**config.mk**
```make
export PLATFORM = sky130hd
export DESIGN_NAME = alu_issue_unit_flat
export DESIGN_NICKNAME = d
export VERILOG_FILES = /design/src/rtl/alu_issue_unit_pkg.sv /design/src/rtl/alu_issue_unit_if.sv /design/src/rtl/alu_issue_unit_alu_op_decode.sv /design/src/rtl/alu_issue_unit.sv /design/src/flat_wrapper.sv
export SDC_FILE = /design/constraint.sdc
export NUM_CORES = 1
export LEC_CHECK = 0
export ABC_AREA = 1
export BUFFER_PORTS_ARGS = -buffer_cell sky130_fd_sc_hd__buf_2
export CAP_MARGIN = 25
export CORE_MARGIN = 1
export CORE_UTILIZATION = 46
export CTS_CLUSTER_DIAMETER = 150
export DETAILED_ROUTE_END_ITERATION = 6
export GPL_TIMING_DRIVEN = 0
export PLACE_DENSITY_LB_ADDON = 0.25
export SYNTH_ARGS = -nofsm -noshare
export SYNTH_HDL_FRONTEND = slang
export SYNTH_SLANG_ARGS = --single-unit
```
**constraint.sdc**
```tcl
create_clock -name clk -period 1.8 [get_ports clk]
set_clock_uncertainty 0.1 [all_clocks]
set_input_delay 0.09 -clock clk [delete_from_list [all_inputs] [get_ports clk]]
set_output_delay 0.09 -clock clk [all_outputs]
set_load 0.05 [all_outputs]
```
**src/rtl/alu_issue_unit_pkg.sv**
```systemverilog
// Shared definitions for the ALU issue unit: ALU control codes, RV32I opcodes,
// sequencer state and the operand/class selectors produced by the decoder.
package alu_issue_unit_pkg;

    localparam logic [3:0] ALU_IDLE = 4'd0;
    localparam logic [3:0] ALU_ADD  = 4'd1;
    localparam logic [3:0] ALU_SUB  = 4'd2;
    localparam logic [3:0] ALU_XOR  = 4'd3;
    localparam logic [3:0] ALU_OR   = 4'd4;
    localparam logic [3:0] ALU_AND  = 4'd5;
    localparam logic [3:0] ALU_SLL  = 4'd6;
    localparam logic [3:0] ALU_SRL  = 4'd7;
    localparam logic [3:0] ALU_SRA  = 4'd8;
    localparam logic [3:0] ALU_SLT  = 4'd9;
    localparam logic [3:0] ALU_SLTU = 4'd10;

    localparam logic [6:0] OPC_OP     = 7'b0110011;
    localparam logic [6:0] OPC_OP_IMM = 7'b0010011;
    localparam logic [6:0] OPC_LOAD   = 7'b0000011;
    localparam logic [6:0] OPC_STORE  = 7'b0100011;
    localparam logic [6:0] OPC_LUI    = 7'b0110111;
    localparam logic [6:0] OPC_AUIPC  = 7'b0010111;
    localparam logic [6:0] OPC_JAL    = 7'b1101111;
    localparam logic [6:0] OPC_BRANCH = 7'b1100011;

    typedef enum logic [1:0] {ST_IDLE, ST_EXEC, ST_HOLD} state_e;
    typedef enum logic [1:0] {A_RS1, A_PC, A_ZERO} a_sel_e;
    typedef enum logic [1:0] {B_RS2, B_IMM, B_PC_INC} b_sel_e;
    typedef enum logic [2:0] {CLS_ALU, CLS_LOAD, CLS_STORE, CLS_BRANCH, CLS_JAL, CLS_ILLEGAL} op_class_e;

    // Register/immediate arithmetic share one funct3 map; only the register form may subtract.
    function automatic logic [3:0] alu_code_for_f3(input logic [2:0] f3, input logic b5, input logic sub_ok);
        logic [3:0] code;
        case (f3)
            3'b000:  code = (sub_ok && b5) ? ALU_SUB : ALU_ADD;
            3'b001:  code = ALU_SLL;
            3'b010:  code = ALU_SLT;
            3'b011:  code = ALU_SLTU;
            3'b100:  code = ALU_XOR;
            3'b101:  code = b5 ? ALU_SRA : ALU_SRL;
            3'b110:  code = ALU_OR;
            default: code = ALU_AND;
        endcase
        return code;
    endfunction

endpackage

```
**src/rtl/alu_issue_unit_if.sv**
```systemverilog
// Bundle of the decode-side handshake, the shared ALU operand/result bus and
// the writeback-side result packet. The unit attaches through the slave modport.
interface alu_issue_unit_if;
    logic        in_valid;
    logic        in_ready;
    logic [6:0]  in_opcode;
    logic [2:0]  in_funct3;
    logic        in_funct7_b5;
    logic [31:0] in_rs1_val;
    logic [31:0] in_rs2_val;
    logic [31:0] in_imm;
    logic [31:0] in_pc;
    logic [4:0]  in_rd;
    logic [31:0] alu_a;
    logic [31:0] alu_b;
    logic [3:0]  alu_control;
    logic [31:0] alu_result;
    logic        alu_zero;
    logic        out_valid;
    logic        out_ready;
    logic [31:0] out_result;
    logic [4:0]  out_rd;
    logic        out_wb_en;
    logic        out_branch_taken;
    logic [31:0] out_target;
    logic        out_illegal;

    modport master (
        output in_valid, in_opcode, in_funct3, in_funct7_b5, in_rs1_val, in_rs2_val, in_imm, in_pc, in_rd,
        input  in_ready,
        input  alu_a, alu_b, alu_control,
        output alu_result, alu_zero,
        input  out_valid, out_result, out_rd, out_wb_en, out_branch_taken, out_target, out_illegal,
        output out_ready
    );

    modport slave (
        input  in_valid, in_opcode, in_funct3, in_funct7_b5, in_rs1_val, in_rs2_val, in_imm, in_pc, in_rd,
        output in_ready,
        output alu_a, alu_b, alu_control,
        input  alu_result, alu_zero,
        output out_valid, out_result, out_rd, out_wb_en, out_branch_taken, out_target, out_illegal,
        input  out_ready
    );
endinterface

```
**src/rtl/alu_issue_unit_alu_op_decode.sv**
```systemverilog
// Combinational instruction classifier: picks the ALU code, operand sources
// and the instruction class that later decides writeback and branch handling.
module alu_op_decode
    import alu_issue_unit_pkg::*;
(
    input  logic [6:0] opcode,
    input  logic [2:0] funct3,
    input  logic       funct7_b5,
    output logic [3:0] alu_control,
    output a_sel_e     a_sel,
    output b_sel_e     b_sel,
    output op_class_e  op_class
);

    // Anything not recognised falls through as illegal with the ALU left idle.
    always_comb begin
        alu_control = ALU_IDLE;
        a_sel       = A_RS1;
        b_sel       = B_RS2;
        op_class    = CLS_ILLEGAL;
        case (opcode)
            OPC_OP: begin
                alu_control = alu_code_for_f3(funct3, funct7_b5, 1'b1);
                op_class    = CLS_ALU;
            end
            OPC_OP_IMM: begin
                alu_control = alu_code_for_f3(funct3, funct7_b5, 1'b0);
                b_sel       = B_IMM;
                op_class    = CLS_ALU;
            end
            OPC_LOAD, OPC_STORE: begin
                alu_control = ALU_ADD;
                b_sel       = B_IMM;
                op_class    = (opcode == OPC_LOAD) ? CLS_LOAD : CLS_STORE;
            end
            OPC_LUI, OPC_AUIPC: begin
                alu_control = ALU_ADD;
                a_sel       = (opcode == OPC_LUI) ? A_ZERO : A_PC;
                b_sel       = B_IMM;
                op_class    = CLS_ALU;
            end
            OPC_JAL: begin
                alu_control = ALU_ADD;
                a_sel       = A_PC;
                b_sel       = B_PC_INC;
                op_class    = CLS_JAL;
            end
            OPC_BRANCH: begin
                op_class = CLS_BRANCH;
                case (funct3)
                    3'b000, 3'b001: alu_control = ALU_SUB;
                    3'b100, 3'b101: alu_control = ALU_SLT;
                    3'b110, 3'b111: alu_control = ALU_SLTU;
                    default:        op_class    = CLS_ILLEGAL;
                endcase
            end
            default: op_class = CLS_ILLEGAL;
        endcase
    end

endmodule

```
**src/rtl/alu_issue_unit.sv**
```systemverilog
// Execute-stage sequencer: accepts a decoded instruction, drives the shared ALU
// for one cycle, then holds a registered result packet until writeback takes it.
module alu_issue_unit
    import alu_issue_unit_pkg::*;
#(
    parameter int          XLEN   = 32,
    parameter logic [31:0] PC_INC = 32'd4
) (
    input logic              clk,
    input logic              rst_n,
    alu_issue_unit_if.slave  bus
);

    state_e          state_q, state_d;
    logic [XLEN-1:0] alu_a_q, alu_a_d, alu_b_q, alu_b_d;
    logic [3:0]      alu_ctrl_q, alu_ctrl_d;
    op_class_e       cls_q, cls_d;
    logic [2:0]      f3_q, f3_d;
    logic [4:0]      rd_q, rd_d;
    logic [XLEN-1:0] target_q, target_d;
    logic            out_valid_q, out_valid_d;
    logic [XLEN-1:0] out_result_q, out_result_d;
    logic [4:0]      out_rd_q, out_rd_d;
    logic            out_wb_en_q, out_wb_en_d;
    logic            out_taken_q, out_taken_d;
    logic [XLEN-1:0] out_target_q, out_target_d;
    logic            out_illegal_q, out_illegal_d;

    logic      in_ready;
    logic      accept;
    logic [3:0] dec_ctrl;
    a_sel_e    dec_a_sel;
    b_sel_e    dec_b_sel;
    op_class_e dec_class;
    logic [XLEN-1:0] a_val, b_val;

    alu_op_decode u_decode (
        .opcode      (bus.in_opcode),
        .funct3      (bus.in_funct3),
        .funct7_b5   (bus.in_funct7_b5),
        .alu_control (dec_ctrl),
        .a_sel       (dec_a_sel),
        .b_sel       (dec_b_sel),
        .op_class    (dec_class)
    );

    assign in_ready = rst_n && ((state_q == ST_IDLE) || ((state_q == ST_HOLD) && bus.out_ready));
    assign accept   = bus.in_valid && in_ready;

    // Next-state, capture and packet formation; ALU operands are only nonzero during EXEC.
    always_comb begin
        state_d       = state_q;
        alu_a_d       = '0;
        alu_b_d       = '0;
        alu_ctrl_d    = ALU_IDLE;
        cls_d         = cls_q;
        f3_d          = f3_q;
        rd_d          = rd_q;
        target_d      = target_q;
        out_valid_d   = out_valid_q;
        out_result_d  = out_result_q;
        out_rd_d      = out_rd_q;
        out_wb_en_d   = out_wb_en_q;
        out_taken_d   = out_taken_q;
        out_target_d  = out_target_q;
        out_illegal_d = out_illegal_q;

        case (dec_a_sel)
            A_PC:    a_val = bus.in_pc;
            A_ZERO:  a_val = '0;
            default: a_val = bus.in_rs1_val;
        endcase
        case (dec_b_sel)
            B_IMM:    b_val = bus.in_imm;
            B_PC_INC: b_val = PC_INC;
            default:  b_val = bus.in_rs2_val;
        endcase

        case (state_q)
            ST_IDLE: begin
                if (accept) state_d = ST_EXEC;
            end
            ST_EXEC: begin
                out_valid_d   = 1'b1;
                out_result_d  = bus.alu_result;
                out_rd_d      = rd_q;
                out_illegal_d = (cls_q == CLS_ILLEGAL);
                out_wb_en_d   = (rd_q != 5'd0) &&
                                ((cls_q == CLS_ALU) || (cls_q == CLS_LOAD) || (cls_q == CLS_JAL));
                out_taken_d   = 1'b0;
                out_target_d  = '0;
                if (cls_q == CLS_BRANCH) begin
                    out_target_d = target_q;
                    if (f3_q[2]) out_taken_d = bus.alu_result[0] ^ f3_q[0];
                    else         out_taken_d = bus.alu_zero ^ f3_q[0];
                end else if (cls_q == CLS_JAL) begin
                    out_target_d = target_q;
                    out_taken_d  = 1'b1;
                end
                state_d = ST_HOLD;
            end
            ST_HOLD: begin
                if (bus.out_ready) begin
                    out_valid_d = 1'b0;
                    state_d     = accept ? ST_EXEC : ST_IDLE;
                end
            end
            default: state_d = ST_IDLE;
        endcase

        if (accept) begin
            alu_a_d    = a_val;
            alu_b_d    = b_val;
            alu_ctrl_d = dec_ctrl;
            cls_d      = dec_class;
            f3_d       = bus.in_funct3;
            rd_d       = bus.in_rd;
            target_d   = bus.in_pc + bus.in_imm;
        end
    end

    // Single state register; a low rst_n at the edge drops any in-flight instruction.
    always_ff @(posedge clk) begin
        if (!rst_n) begin
            state_q       <= ST_IDLE;
            alu_a_q       <= '0;
            alu_b_q       <= '0;
            alu_ctrl_q    <= ALU_IDLE;
            cls_q         <= CLS_ALU;
            f3_q          <= '0;
            rd_q          <= '0;
            target_q      <= '0;
            out_valid_q   <= 1'b0;
            out_result_q  <= '0;
            out_rd_q      <= '0;
            out_wb_en_q   <= 1'b0;
            out_taken_q   <= 1'b0;
            out_target_q  <= '0;
            out_illegal_q <= 1'b0;
        end else begin
            state_q       <= state_d;
            alu_a_q       <= alu_a_d;
            alu_b_q       <= alu_b_d;
            alu_ctrl_q    <= alu_ctrl_d;
            cls_q         <= cls_d;
            f3_q          <= f3_d;
            rd_q          <= rd_d;
            target_q      <= target_d;
            out_valid_q   <= out_valid_d;
            out_result_q  <= out_result_d;
            out_rd_q      <= out_rd_d;
            out_wb_en_q   <= out_wb_en_d;
            out_taken_q   <= out_taken_d;
            out_target_q  <= out_target_d;
            out_illegal_q <= out_illegal_d;
        end
    end

    assign bus.in_ready         = in_ready;
    assign bus.alu_a            = alu_a_q;
    assign bus.alu_b            = alu_b_q;
    assign bus.alu_control      = alu_ctrl_q;
    assign bus.out_valid        = out_valid_q;
    assign bus.out_result       = out_result_q;
    assign bus.out_rd           = out_rd_q;
    assign bus.out_wb_en        = out_wb_en_q;
    assign bus.out_branch_taken = out_taken_q;
    assign bus.out_target       = out_target_q;
    assign bus.out_illegal      = out_illegal_q;

endmodule
```
**src/flat_wrapper.sv**
```systemverilog
// flat-port wrapper written by rule: the top's interface ports become plain ports
module alu_issue_unit_flat import alu_issue_unit_pkg::*;
#(
    parameter int          XLEN   = 32,
    parameter logic [31:0] PC_INC = 32'd4
)
  (clk, rst_n, bus_in_valid, bus_in_opcode, bus_in_funct3, bus_in_funct7_b5, bus_in_rs1_val, bus_in_rs2_val, bus_in_imm, bus_in_pc, bus_in_rd, bus_in_ready, bus_alu_a, bus_alu_b, bus_alu_control, bus_alu_result, bus_alu_zero, bus_out_valid, bus_out_result, bus_out_rd, bus_out_wb_en, bus_out_branch_taken, bus_out_target, bus_out_illegal, bus_out_ready);
  alu_issue_unit_if bus_i ();
  input logic clk;
  input logic rst_n;
  input wire logic [$bits(bus_i.in_valid)-1:0] bus_in_valid;
  input wire logic [$bits(bus_i.in_opcode)-1:0] bus_in_opcode;
  input wire logic [$bits(bus_i.in_funct3)-1:0] bus_in_funct3;
  input wire logic [$bits(bus_i.in_funct7_b5)-1:0] bus_in_funct7_b5;
  input wire logic [$bits(bus_i.in_rs1_val)-1:0] bus_in_rs1_val;
  input wire logic [$bits(bus_i.in_rs2_val)-1:0] bus_in_rs2_val;
  input wire logic [$bits(bus_i.in_imm)-1:0] bus_in_imm;
  input wire logic [$bits(bus_i.in_pc)-1:0] bus_in_pc;
  input wire logic [$bits(bus_i.in_rd)-1:0] bus_in_rd;
  output wire logic [$bits(bus_i.in_ready)-1:0] bus_in_ready;
  output wire logic [$bits(bus_i.alu_a)-1:0] bus_alu_a;
  output wire logic [$bits(bus_i.alu_b)-1:0] bus_alu_b;
  output wire logic [$bits(bus_i.alu_control)-1:0] bus_alu_control;
  input wire logic [$bits(bus_i.alu_result)-1:0] bus_alu_result;
  input wire logic [$bits(bus_i.alu_zero)-1:0] bus_alu_zero;
  output wire logic [$bits(bus_i.out_valid)-1:0] bus_out_valid;
  output wire logic [$bits(bus_i.out_result)-1:0] bus_out_result;
  output wire logic [$bits(bus_i.out_rd)-1:0] bus_out_rd;
  output wire logic [$bits(bus_i.out_wb_en)-1:0] bus_out_wb_en;
  output wire logic [$bits(bus_i.out_branch_taken)-1:0] bus_out_branch_taken;
  output wire logic [$bits(bus_i.out_target)-1:0] bus_out_target;
  output wire logic [$bits(bus_i.out_illegal)-1:0] bus_out_illegal;
  input wire logic [$bits(bus_i.out_ready)-1:0] bus_out_ready;
  assign bus_i.in_valid = bus_in_valid;
  assign bus_i.in_opcode = bus_in_opcode;
  assign bus_i.in_funct3 = bus_in_funct3;
  assign bus_i.in_funct7_b5 = bus_in_funct7_b5;
  assign bus_i.in_rs1_val = bus_in_rs1_val;
  assign bus_i.in_rs2_val = bus_in_rs2_val;
  assign bus_i.in_imm = bus_in_imm;
  assign bus_i.in_pc = bus_in_pc;
  assign bus_i.in_rd = bus_in_rd;
  assign bus_in_ready = bus_i.in_ready;
  assign bus_alu_a = bus_i.alu_a;
  assign bus_alu_b = bus_i.alu_b;
  assign bus_alu_control = bus_i.alu_control;
  assign bus_i.alu_result = bus_alu_result;
  assign bus_i.alu_zero = bus_alu_zero;
  assign bus_out_valid = bus_i.out_valid;
  assign bus_out_result = bus_i.out_result;
  assign bus_out_rd = bus_i.out_rd;
  assign bus_out_wb_en = bus_i.out_wb_en;
  assign bus_out_branch_taken = bus_i.out_branch_taken;
  assign bus_out_target = bus_i.out_target;
  assign bus_out_illegal = bus_i.out_illegal;
  assign bus_i.out_ready = bus_out_ready;
  alu_issue_unit #(.XLEN(XLEN), .PC_INC(PC_INC)) u_core (.clk(clk), .rst_n(rst_n), .bus(bus_i));
endmodule
```
# Yosys cells after proc, flatten, opt, wreduce, memory -nomap -nowiden

Cells that the tools add are included.

Add/sub/neg operators: 1
Equal/unequal tests: 27
Mux-type cells: 25
Bitwise gates (word level): 2
Reductions and logical operators: 24

Operators with widths:

| cell                                                             | count |
|---|---|
| 32-bit case mux with 2 select lines                              | 2 |
| 32-bit 2-to-1 mux                                                | 2 |
| 4-bit case mux with 7 select lines                               | 2 |
| 32-bit adder                                                     | 1 |
| 7-bit by 6-bit == test with 1-bit output (second input constant) | 3 |
| 3-bit == test (second input constant)                            | 6 |
| 4-bit case mux with 4 select lines                               | 1 |
| 7-bit by 5-bit == test with 1-bit output (second input constant) | 2 |
| 7-bit == test (second input constant)                            | 2 |
| 3-bit case mux with 4 select lines                               | 1 |
| 4-bit case mux with 3 select lines                               | 1 |
| 2-bit 2-to-1 mux                                                 | 5 |
| 2-bit OR reduction                                               | 5 |
| 5-bit OR reduction                                               | 2 |
| 3-bit by 2-bit == test with 1-bit output (second input constant) | 3 |
| 2-bit case mux with 2 select lines                               | 2 |
| 7-bit by 2-bit == test with 1-bit output (second input constant) | 1 |
| 2-bit by 1-bit == test with 1-bit output (second input constant) | 3 |
| 2-bit == test (second input constant)                            | 3 |
| 3-bit by 1-bit == test with 1-bit output (second input constant) | 2 |
| 3-bit zero test                                                  | 2 |
| 2-bit case mux with 3 select lines                               | 1 |
| 2-bit AND reduction                                              | 3 |
| 6-bit OR reduction                                               | 1 |
| other kinds (13)                                                 | 23 |

Bits in registers: 186
Bits of input ports: 181
Output and inout bits: 142
Logic and storage cells: 94

# Longest topological paths before layout

Depth in word-level cells: 8
Gate-level depth with buffers: 14
Gate-level depth less buffers: 14

# By module

Synthesis repeated with hierarchy kept, for this count alone.

Cell total of the unflattened synthesis: 1324
Area total of the unflattened synthesis: 9138.8 µm²

By module, submodules not included:

| module         | times used | cells each | area each (µm²) | seq. area each (µm²) |
|---|---|---|---|---|
| alu_issue_unit | 1          | 1250       | 8755.9          | 3703.6 |
| alu_op_decode  | 1          | 74         | 382.9           | 0.0 |

# Worst setup path before layout

No wires, ideal clock.

Kind: input port to flip-flop
Start point: input bus_in_opcode[1]
End point: register u_core.alu_b_q[0], in the netlist u_core.bus.alu_b[0]
Library setup time: 0.064 ns
Arrival: 1.777 ns
Required time: 1.636 ns
Path slack: -0.142 ns
Stages: 14
Buffers on the path: 2
Cell sequence: nand2_1 -> inv_2 -> nand3_2 -> inv_2 -> nand2_1 -> nor2_1 -> nor3_1 -> inv_1 -> ha_1 -> clkbuf_1 -> nor2_1 -> clkbuf_1 -> a22oi_1 -> nor2_1

Longest elaborated chain between the ends: 5
Elaborated cells between the ends (all ways): 11
Classes of those cells: 8 x eq/ne; 2 x mux; 1 x reduce/logical

RTL lines:

| what                                                                             | RTL line                           | text |
|---|---|---|
| from (decl)                                                                      | flat_wrapper.sv:12                 | `input wire logic [$bits(bus_i.in_opcode)-1:0] bus_in_opcode;` |
| 7-bit by 2-bit == test with 1-bit output (tied with other cells)                 | alu_issue_unit_alu_op_decode.sv:21 | `case (opcode)` |
| 5-bit OR reduction (no line)                                                     | -                                  |  |
| 2-bit case mux with 2 select lines (*)                                           | alu_issue_unit_alu_op_decode.sv:21 |  |
| 2-bit == test / 2-bit by 1-bit == test with 1-bit output (equally long branches) | alu_issue_unit.sv:73               | `case (dec_b_sel)` |
| 32-bit case mux with 2 select lines (*)                                          | alu_issue_unit.sv:73               |  |
| to (signal assigned)                                                             | alu_issue_unit.sv:143              | `alu_b_q <= alu_b_d;` |
| to (decl)                                                                        | alu_issue_unit.sv:15               | `logic [XLEN-1:0] alu_a_q, alu_a_d, alu_b_q, alu_b_d;` |

Every way passes the cells marked *; elsewhere a longest branch is shown, timed or not.
A chain may end at the register's enable or synchronous reset.

# Worst setup path after layout

Start point: input bus_in_imm[16]
End point: register u_core.target_q[30]

Longest elaborated chain between the ends: 1

RTL lines:

| what                 | RTL line              | text |
|---|---|---|
| from (decl)          | flat_wrapper.sv:17    | `input wire logic [$bits(bus_i.in_imm)-1:0] bus_in_imm;` |
| 32-bit adder         | alu_issue_unit.sv:118 | `target_d = bus.in_pc + bus.in_imm;` |
| to (signal assigned) | alu_issue_unit.sv:148 | `target_q <= target_d;` |
| to (decl)            | alu_issue_unit.sv:20  | `logic [XLEN-1:0] target_q, target_d;` |

No other way between the ends.

==> reports/metrics.csv <==
stage,metric,value,unit
clocking,cts_buffers,17,
clocking,clkTransAtPathRegs,70,ps
yosys,syn_area,9224,um^2
final_layout,fin_nets,2071,
placement,io_buffer_count,321,
global_route,antenna_found_initial,0,
critical_path,crit_path_max_incr_delay,540,ps
yosys,synth_cells,1341,
yosys,synthArstFlopShare,0,%
critical_path,worstSetupEndpointType,flop,
power,clockPowerShare,35.5,%
power,peakVddDrop,677.0,uV
timing,final-setup-viol-count,0,
power,power_frac_seq,40.6,%
timing,finalCriticalPeriod,1694,ps
clocking,cts_tree,yes,
power,switchingPower,3.522,mW
timing,relSlewSlack,60.83,%
die,dieArea,20620,um^2
power,intPower,7.271,mW
yosys,ys_seq_elements,185,
routing,wl,32.98,mm
final_layout,area_growth,48.67,%
timing,rsz0062_at_grt,yes,
global_route,grt_max_degree,19,
power,pwr-share-comb,23.9,%
routing,drtPass1Iterations,5,
yosys,synth_top_area_share,40.15,%
die,row_count,51,
routing,drcViolationCount,0,
worst_hold_path,worstHoldPathType,primary input to flop,
die,ios,323,
routing,ant_nets,0,
critical_path,crit_type,primary input to flop,
global_route,overflow,0,
power,power.total,10.79,mW
die,fp.coreArea,19590,um^2
yosys,ys.warnings.count,0,
status,status,completed,
timing,tightest_slew,587.6,ps
critical_path,cp_max_fo,5,
critical_path,slowest_stage,dlygate4sd3_1,
die,die_x,143.6,um
die,start_util,47.08,%
clocking,cts_buffer_depth,2,
critical_path,cp_common_cell,nand2_1,
routing,wl_per_cell,15.46,um
die,die_h,143.6,um
timing,fin_crit_sh,94.10,%
final_layout,drive_above_1_share,22.90,%
power,pwr_density_cell,787.1,nW/um^2
clocking,cts-root-buf,clkbuf_16,
global_route,grt_pass1_wl,50.69,mm
final_layout,n_fill_cell,1575,
critical_path,critPathLaunchType,primary input,
timing,hold_viol_final,0,
critical_path,critPathBufInv,4,
yosys,syn_nets,1556,
clocking,clkLatencyLatePin,430,ps
timing,report.final.slew_viol_count,0,
timing,max_freq,590.4,MHz
job,timing.max_cap.violations,0,
clocking,cts_sinks,185,
global_route,grt_pass1_vias,10370,
yosys,synth_edf_count,0,
routing,drtIter0Drc,611,
placement,hpwl,22.45,mm
critical_path,cp_top_family,buffers and inverters,
timing,fin_setup_tns,0,ps
yosys,dominantRegCellSynth,dfxtp_1,
placement,gp_congestion,0.9370,
power,swShare,32.63,%
critical_path,crit_arrival,1930,ps
yosys,synth.area.top_cells,"dfxtp_1 (40%), nand2_1 (15%), inv_1 (6.6%)",
critical_path,crit_chain,"dlygate4sd3_1, buf_2, ha_4, nand2_4, inv_1, nand2_1, nand2_1, nand2_1, nand2_1, a21oi_2, nand2_1, nand2_1, nand3_1, nand2_1, inv_1",
clocking,cts_max_level,4,
yosys,avgSynthCellArea,6.878,um^2
final_layout,antennaDiodeCount,0,
global_route,grt.total_usage,32.10,%
power,power_leakage,7.061,nW
critical_path,required,2030,ps
yosys,yosysUniqueCellTypes,38,
routing,route.vias.total,10650,
routing,routed_via_density,4.992,
yosys,yosysTopAreaCell,dfxtp_1,
yosys,ys_seq_area_share,40.15,%
worst reg2reg max path, cell delays in order (launching register included):
cell,delay (ps)
dfxtp_1,300
inv_1,100
nor2_2,70
nor3_4,160
nand2_4,170
inv_4,140
clkbuf_4,240
o21ai_0,160
nand2_1,90
inv_1,30
logic make-up (layout without fill, tap and decap cells):
kind of cell    after synthesis  after routing  share of synthesized area, %
compound gates              280            280                         18.10
fa+ha+maj                    34             34                         4.693
mux                           1              1                        0.1085
xor+xnor                     15             15                         1.424
buf+inv                     232            760                         9.943
flops                       185            185                         40.15
simple gates                594            594                         25.58
through the flow:
stage	util (%)	instance area [um^2]	worst slack, ps	hold WS, ps	cells
floorplan	-	9243	35.86	80.08	1341
global placement	57.07	11180	-824.1	183.8	1927
detailed placement	57.07	11180	-857.0	198.5	1927
CTS	69.21	13560	11.40	10.02	2134
global route	70.00	13710	-4.232	58.65	2134
finish	70.00	13710	106.2	38.03	2134
cells in the mapped netlist (all sizes together) (19+ instances only):
cell    instances
nor2          161
o21a           19
buf            23
a22oi          31
o211ai         33
a21oi         113
ha             33
nand2         368
inv           170
o21ai          66
dfxtp         185
nand3          49
clkbuf         38
area by class of cell:
class | count | area, um^2 | area share, %
flip-flops and latches | 185 | 3704 | 27.01
clock buffers | 18 | 439.2 | 3.203
inverters | 171 | 644.4 | 4.699
multi-input cells | 924 | 4770 | 34.78
repair buffers | 497 | 3366 | 24.54
plain buffers | 60 | 301.5 | 2.199
well taps | 265 | 331.6 | 2.418
clock inverters | 14 | 157.7 | 1.150
layout by cell type, fill, tap and decap left out, types with 7 or more instances in the layout:
master | Yosys | final
nand2_1 | 366 | 361
buf_2 | 16 | 333
dfxtp_1 | 185 | 185
dlygate4sd3_1 | 0 | 175
inv_1 | 162 | 162
nor2_1 | 160 | 154
a21oi_1 | 112 | 106
o21ai_0 | 57 | 57
nand3_1 | 48 | 47
o211ai_1 | 33 | 33
a22oi_1 | 31 | 31
clkbuf_1 | 38 | 27
ha_1 | 33 | 27
o21a_1 | 19 | 19
clkbuf_16 | 0 | 17
buf_4 | 7 | 13
o21bai_1 | 11 | 11
xor2_1 | 10 | 10
o21ai_1 | 9 | 9
inv_2 | 8 | 7
clkbuf_2 | 0 | 7
what timing repair did:
item / in CTS / in global routing
endpoints found under the setup margin: 40 / 93
resized for setup: 6 / 42
hold buffers: 175 / 0
hold endpoints to repair: 111 / 0
setup buffers: 1 / 0
pin swaps: 1 / 4
state kept, by name (all words and copies together) (netlist names):
signal	cells
u_core.bus.out_valid	1
u_core.bus.out_rd	5
u_core.bus.alu_a	32
u_core.f3_q	2
u_core.rd_q	5
u_core.state_q	2
u_core.target_q	32
u_core.cls_q	3
u_core.bus.out_target	32
u_core.bus.out_wb_en	1
u_core.bus.out_branch_taken	1
u_core.bus.alu_control	4
u_core.bus.out_illegal	1
u_core.bus.out_result	32
u_core.bus.alu_b	32
worst paths after layout:
kind	to	start	depth (start not counted)	slack, ps
setup / recovery	u_core.target_q[30]	bus_in_imm[16]	15	110
hold / removal	u_core.target_q[0]	bus_in_imm[0]	4	40
setup reg to reg	u_core.target_q[12]	u_core.state_q[1]	9	130
hold reg to reg	u_core.bus.out_target[23]	u_core.target_q[23]	2	360
layer usage:
layer / part of all wire, % / track usage [%]
met4: 2.9 / 12.37
met1: 42 / 37.35
met3: 6.9 / 7.198
met2: 49 / 57.00
met5: 0 / 0
power by group through the flow:
stage / clock, mW / combinational, mW / sequential, mW
after CTS: 3.87 / 2.47 / 4.38
final: 3.83 / 2.58 / 4.38
after detailed placement: 0 / 2.16 / 4.47
after global placement: 0 / 2.14 / 4.46
after floorplan: 0 / 1.04 / 4.92
after global routing: 4.04 / 2.82 / 4.40
Power figures use the tool's default switching activity.
